`src/rtl/spram_ctrl_pkg.sv`:
```
// Shared types for the single-port RAM stream controller.
// Optional power-up clear is enabled with SPRAM_STREAM_CTRL_INIT_CLEAR_EN.
package spram_ctrl_pkg;
  typedef enum logic {CLEAR, RUN} state_t;
  typedef enum logic [1:0] {GNT_NONE, GNT_WR, GNT_RD} grant_t;

  localparam int BE_MAX = 64;
  localparam logic [BE_MAX-1:0] BE_ALL_ONES = '1;
endpackage

```
`src/rtl/spram_rsp_fifo.sv`:
```
// Response FIFO, first-word fall-through; dout is the head entry whenever count != 0.
module spram_rsp_fifo #(
  parameter int DEPTH = 2,
  parameter int WIDTH = 8,
  parameter int CW    = $clog2(DEPTH + 1)
) (
  input  logic             i_clk,
  input  logic             i_s_rst,
  input  logic             i_push,
  input  logic [WIDTH-1:0] i_din,
  input  logic             i_pop,
  output logic [WIDTH-1:0] o_dout,
  output logic [CW-1:0]    o_count
);
  localparam int PW = (DEPTH > 1) ? $clog2(DEPTH) : 1;

  logic [WIDTH-1:0] r_mem [DEPTH];
  logic [PW-1:0]    r_wp, r_rp;
  logic [CW-1:0]    r_cnt;

  function automatic logic [PW-1:0] f_inc(input logic [PW-1:0] p);
    return (p == PW'(DEPTH - 1)) ? '0 : p + 1'b1;
  endfunction

  always_ff @(posedge i_clk) begin
    if (i_s_rst) begin
      r_wp  <= '0;
      r_rp  <= '0;
      r_cnt <= '0;
    end else begin
      if (i_push) r_wp <= f_inc(r_wp);
      if (i_pop)  r_rp <= f_inc(r_rp);
      r_cnt <= r_cnt + CW'(i_push) - CW'(i_pop);
    end
  end

  always_ff @(posedge i_clk) begin
    if (i_push) r_mem[r_wp] <= i_din;
  end

  assign o_dout  = r_mem[r_rp];
  assign o_count = r_cnt;
endmodule

```
`src/rtl/spram_stream_ctrl.sv`:
```
// Arbitrates write/read request streams onto one single-port RAM and returns read data in order.
// Define SPRAM_STREAM_CTRL_INIT_CLEAR_EN to zero the whole RAM after every reset.
module spram_stream_ctrl
  import spram_ctrl_pkg::*;
#(
  parameter int WORDS      = 256,
  parameter int WIDTH      = 8,
  parameter int ADDR_WIDTH = 8,
  parameter int NUM_BE     = 1,
  parameter int RSP_DEPTH  = 2
) (
  input  logic                  i_clk,
  input  logic                  i_s_rst,
  input  logic                  i_wr_valid,
  output logic                  o_wr_ready,
  input  logic [ADDR_WIDTH-1:0] i_wr_addr,
  input  logic [WIDTH-1:0]      i_wr_data,
  input  logic [NUM_BE-1:0]     i_wr_be,
  input  logic                  i_rd_valid,
  output logic                  o_rd_ready,
  input  logic [ADDR_WIDTH-1:0] i_rd_addr,
  output logic                  o_rsp_valid,
  input  logic                  i_rsp_ready,
  output logic [WIDTH-1:0]      o_rsp_data,
  output logic                  o_ram_en,
  output logic [ADDR_WIDTH-1:0] o_ram_addr,
  output logic [WIDTH-1:0]      o_ram_data_in,
  output logic [NUM_BE-1:0]     o_ram_we,
  output logic [NUM_BE-1:0]     o_ram_re,
  input  logic [WIDTH-1:0]      i_ram_data_out
);
  localparam int CW = $clog2(RSP_DEPTH + 1);
  localparam logic [NUM_BE-1:0] BE_ONES = BE_ALL_ONES[NUM_BE-1:0];

  state_t                r_state, w_state_nxt;
  grant_t                r_last_gnt, w_gnt;
  logic                  r_outstanding;
  logic [ADDR_WIDTH-1:0] r_addr;
  logic [CW-1:0]         w_fifo_cnt;
  logic [WIDTH-1:0]      w_fifo_dout;
  logic                  w_run, w_rd_can, w_wr_req, w_rd_req;
  logic                  w_fifo_empty, w_push, w_pop;

  assign w_run    = !i_s_rst && (r_state == RUN);
  // Credits cover both buffered entries and the read still in the RAM pipe.
  assign w_rd_can = w_run && (({1'b0, w_fifo_cnt} + (CW+1)'(r_outstanding)) < (CW+1)'(RSP_DEPTH));
  assign w_wr_req = i_wr_valid && w_run;
  assign w_rd_req = i_rd_valid && w_rd_can;

  always_comb begin
    w_gnt = GNT_NONE;
    if (w_wr_req && w_rd_req) w_gnt = (r_last_gnt == GNT_RD) ? GNT_WR : GNT_RD;
    else if (w_wr_req)        w_gnt = GNT_WR;
    else if (w_rd_req)        w_gnt = GNT_RD;
  end

  assign o_wr_ready = w_run && (w_gnt != GNT_RD);
  assign o_rd_ready = w_rd_can && (w_gnt != GNT_WR);
  assign o_ram_en   = 1'b1;

`ifdef SPRAM_STREAM_CTRL_INIT_CLEAR_EN
  logic [ADDR_WIDTH-1:0] r_clr_addr;
  logic                  w_clearing;
  assign w_clearing = !i_s_rst && (r_state == CLEAR);

  always_ff @(posedge i_clk) begin
    if (i_s_rst)                 r_clr_addr <= '0;
    else if (r_state == CLEAR)   r_clr_addr <= r_clr_addr + 1'b1;
  end
`endif

  always_comb begin
    o_ram_addr    = r_addr;
    o_ram_data_in = i_wr_data;
    o_ram_we      = '0;
    o_ram_re      = '0;
`ifdef SPRAM_STREAM_CTRL_INIT_CLEAR_EN
    if (w_clearing) begin
      o_ram_addr    = r_clr_addr;
      o_ram_data_in = '0;
      o_ram_we      = BE_ONES;
    end
`endif
    case (w_gnt)
      GNT_WR: begin
        o_ram_we   = i_wr_be;
        o_ram_addr = i_wr_addr;
      end
      GNT_RD: begin
        o_ram_re   = BE_ONES;
        o_ram_addr = i_rd_addr;
      end
      default: ;
    endcase
  end

  always_comb begin
    w_state_nxt = r_state;
`ifdef SPRAM_STREAM_CTRL_INIT_CLEAR_EN
    if (r_state == CLEAR && r_clr_addr == ADDR_WIDTH'(WORDS - 1)) w_state_nxt = RUN;
`endif
  end

  always_ff @(posedge i_clk) begin
    if (i_s_rst) begin
`ifdef SPRAM_STREAM_CTRL_INIT_CLEAR_EN
      r_state <= CLEAR;
`else
      r_state <= RUN;
`endif
      r_last_gnt    <= GNT_RD;
      r_outstanding <= 1'b0;
      r_addr        <= '0;
    end else begin
      r_state       <= w_state_nxt;
      r_outstanding <= (w_gnt == GNT_RD);
      r_addr        <= o_ram_addr;
      if (w_gnt != GNT_NONE) r_last_gnt <= w_gnt;
    end
  end

  // Empty FIFO: RAM data goes straight out, and is only buffered if not taken this cycle.
  assign w_fifo_empty = (w_fifo_cnt == '0);
  assign o_rsp_valid  = !i_s_rst && (!w_fifo_empty || r_outstanding);
  assign o_rsp_data   = w_fifo_empty ? i_ram_data_out : w_fifo_dout;
  assign w_pop        = !i_s_rst && i_rsp_ready && !w_fifo_empty;
  assign w_push       = r_outstanding && !(w_fifo_empty && i_rsp_ready);

  spram_rsp_fifo #(
    .DEPTH (RSP_DEPTH),
    .WIDTH (WIDTH),
    .CW    (CW)
  ) u_fifo (
    .i_clk   (i_clk),
    .i_s_rst (i_s_rst),
    .i_push  (w_push),
    .i_din   (i_ram_data_out),
    .i_pop   (w_pop),
    .o_dout  (w_fifo_dout),
    .o_count (w_fifo_cnt)
  );
endmodule
```
`config.mk`:
```
export PLATFORM = sky130hd
export DESIGN_NAME = spram_stream_ctrl
export DESIGN_NICKNAME = d
export VERILOG_FILES = /design/src/rtl/spram_ctrl_pkg.sv /design/src/rtl/spram_rsp_fifo.sv /design/src/rtl/spram_stream_ctrl.sv
export SDC_FILE = /design/constraint.sdc
export NUM_CORES = 1
export LEC_CHECK = 0
export CORE_MARGIN = 3
export CORE_UTILIZATION = 47
export DETAILED_ROUTE_END_ITERATION = 7
export PLACE_DENSITY = 0.9
export RECOVER_POWER = 50
export SYNTH_ARGS = -nofsm -noshare
export SYNTH_HDL_FRONTEND = slang
export SYNTH_SLANG_ARGS = --single-unit
```
`constraint.sdc`:
```
create_clock -name i_clk -period 5.1 [get_ports i_clk]
set_input_delay 1.02 -clock i_clk [delete_from_list [all_inputs] [get_ports i_clk]]
set_output_delay 1.02 -clock i_clk [all_outputs]
set_load 0.01 [all_outputs]
```
==> results.tsv <==
stage	metric	value	unit
synthesis	Post-Synthesis Cells	160	
critical_path	crit path launch	i_s_rst	
synthesis	Synth Flop Type	edfxtp_1	
finish	fin cells	247	
timing	clock period minus final worst setup slack	4.51	ns
power_and_ir_drop	leak pwr	0.813	nW
finish	number of diodes	0	
synthesis	Seq/Total Area, Yosys	0.456	
synthesis	post-synthesis cell type count	33	
timing	Fin Hold WS	0.501	ns
critical_path	Crit Path Category	input port to output port	
routing	1st-iter DRT viols	49	
floorplanning	die extent in y	67.1	µm
synthesis	YS warnings	0	
synthesis	synthesized cell area	1760	µm²
routing	wire per inst	15.4	µm
critical_path	reg-to-reg endpoint	r_addr[7]	
floorplanning	die area	4500	µm²
clock_tree	# H-tree levels	2	
floorplanning	Starting Density	0.506	
clock_tree	clock buffer depth	2	
run_status	status	finished, final reports clean	
synthesis	Syn Nets	200	
synthesis	synthesized flop and latch total	32	
placed_design	Port Buffers	50	
global_route	first-pass GRT wire length	6330	µm
clock_tree	Post-CTS Hold Fix Bufs	0	
critical_path	Critical Path End	o_ram_addr[1]	
finish	final design instance area without fill	2300	µm²
critical_path	worst reg-to-reg setup slack	3.36	ns
routing	DRT Pass-1 Iters	4	
finish	fill cell count	290	
placed_design	DP HPWL	2710	µm
floorplanning	Core ar.	3470	µm²
clock_tree	CTS resizes	0	
routing	DR DRC count	0	
synthesis	Syn Area/Cell	11.0	µm²
finish	share of layout cells above drive strength 1	0.139	
power_and_ir_drop	Design Power	0.766	mW
finish	final design utilization	0.665	
timing	max-slew violations	0	
timing	worst slew pin tran	0.673	ns
clock_tree	CTS sink cnt	32	
clock_tree	CTS tree	built	
placed_design	dpl cell area	2200	µm²
critical_path	R2R cell count	4	
timing	Setup Skew	0.00842	ns
timing	period utilisation layout	0.884	
floorplanning	Rows	21	
run	MaxCap Viol Count	0	
critical_path	Crit Reg-Reg Startpoint	r_outstanding	
floorplanning	die width	67.1	µm
timing	final setup fails	0	
min_path	class of the tightest hold or removal check	flip-flop to flip-flop	
finish	Post-layout nets	240	
global_route	Tot GR Track Use	0.190	
timing	final critical-path setup slack	0.590	ns
timing	Slew HR	0.550	
clock_tree	Root Driver	clkbuf_8	
critical_path	Worst Path Required	4.08	ns
critical_path	CP Launch Type	input port	
synthesis	FFs w/ async S/R, synth	0	
clock_tree	clock slew seen by the registers of the worst setup and hold paths	0.07	ns
global_route	largest net degree at the start of global routing	18	
placed_design	Post-Place Cells	239	
floorplanning	I/O Pins	68	
power_and_ir_drop	Max IR drop VDD	0.151	mV
routing	Final ANT Viol Nets	0	
routing	DR vias/cell	5.51	
global_route	initial antenna violation count	0	
clock_tree	Worst-Skew Late Latency	0.28	ns
critical_path	crit-path max FO	12	
timing	Highest Clock Rate	222	MHz
routing	DR vias	1362	
timing	Final Hold Violating Endpoints	0	
clock_tree	Setup Fix Bufs, Post-CTS	0	
finish	synthesis-to-finish area growth	31.3	%
routing	total wire length	3800	µm
critical_path	crit path DAT	3.49	ns
global_route	Overflow after GRT	0	
global_route	vias in the first global route	1396	
critical_path	CP endpoint kind	output port	
placed_design	Worst Setup Slack post-DPL	0.617	ns
power_and_ir_drop	Power Dens Cells	332	nW/µm²
timing	RSZ-0062 raised after global routing	false	
synthesis	Post-synth EDFFs	16	
clock_tree	number of CTS-inserted buffers	5	
placed_design	Placer Congestion	0.782	
timing	setup_tns	0	ns
critical path: stages:
cell and delay, ns:
dlygate4sd3_1 0.75, and4bb_1 0.72, nor4_2 0.12, a211oi_1 0.27, clkdlybuf4s50_1 0.59
cells in the mapped netlist, drive strengths merged (2+ instances only):
library cell  number  share of area
nor4               8          0.057
o21ai              2         0.0057
edfxtp            16           0.27
buf               18          0.070
a211o              2          0.010
mux2i              8          0.046
dfxtp             16           0.18
a211oi            17          0.080
a21oi             10          0.029
inv               14          0.030
nand2b             2         0.0071
xor2               2          0.010
a31oi              2          0.024
a2111oi            8          0.068
nor2b              2         0.0071
nor2              18          0.038
ha                 2          0.014
nor3               3         0.0086
state kept, by name, summed over array words and instances (netlist names), named ones only:
name            flops
u_fifo.r_wp         1
r_addr              8
u_fifo.r_mem       16
u_fifo.o_count      2
r_outstanding       1
r_last_gnt          2
u_fifo.r_rp         1
cells in the final DEF, fill, tap and decap left out, drive strengths merged, types with 2 or more instances in the layout:
master	n
inv	14
mux2i	8
dfxtp	16
xor2	2
ha	2
nor2	18
nor4	8
nor2b	2
dlygate4sd3	10
clkdlybuf4s50	40
a211o	2
nand2b	2
a21oi	10
a211oi	17
edfxtp	16
nor3	3
a2111oi	8
clkbuf	6
o21ai	2
a31oi	2
clkinv	2
logic make-up after synthesis:
kind of cell,Yosys count,share of synthesized area
XOR/XNOR,3,0.0150
other,1,0.00214
buffers and inverters,33,0.102
adder cells (fa/ha/maj),2,0.0143
AO/OA/AOI/OAI,41,0.217
AND/OR/NAND/NOR,40,0.148
multiplexers,8,0.0456
flip-flops,32,0.456
where the power goes:
part           internal [mW]  leakage [nW]  switching, mW  total [mW]
Sequential             0.290         0.277         0.0163       0.306
Clock                  0.142        0.0532         0.0891       0.231
Combinational          0.117         0.482          0.112       0.229
Total                  0.549         0.813          0.217       0.766
routing by layer:
metal / GRT usage / up-vias / share of wire
met1: 0.227 / 633 / 0.42
li1: - / 660 / -
met5: 0 / - / 0
met2: 0.313 / 60 / 0.49
met4: 0.0835 / 0 / 0.018
met3: 0.0590 / 9 / 0.074
how the worst min path moves through the flow:
stage / start / endpoint / slack [ns] / cells past startpoint
after global placement: r_last_gnt[1] / r_last_gnt[1] / 0.46 / 1
after detailed placement: r_last_gnt[0] / r_last_gnt[0] / 0.49 / 2
final: r_last_gnt[0] / r_last_gnt[0] / 0.50 / 2
after global routing: u_fifo.r_wp / u_fifo.r_wp / 0.54 / 2
after floorplan: r_last_gnt[1] / r_last_gnt[1] / 0.45 / 1
after CTS: r_last_gnt[0] / r_last_gnt[0] / 0.51 / 2
final cells by class:
type | count | area [µm²] | area share
Clock buffer | 5 | 68.8 | 0.0299
Timing Repair Buffer | 52 | 512 | 0.222
Tap cell | 46 | 57.6 | 0.0250
Inverter | 14 | 52.6 | 0.0228
Sequential cell | 32 | 801 | 0.347
Multi-Input combinational cell | 95 | 776 | 0.337
Clock inverter | 3 | 37.5 | 0.0163
No activity file was read; power rests on OpenSTA's default activity.
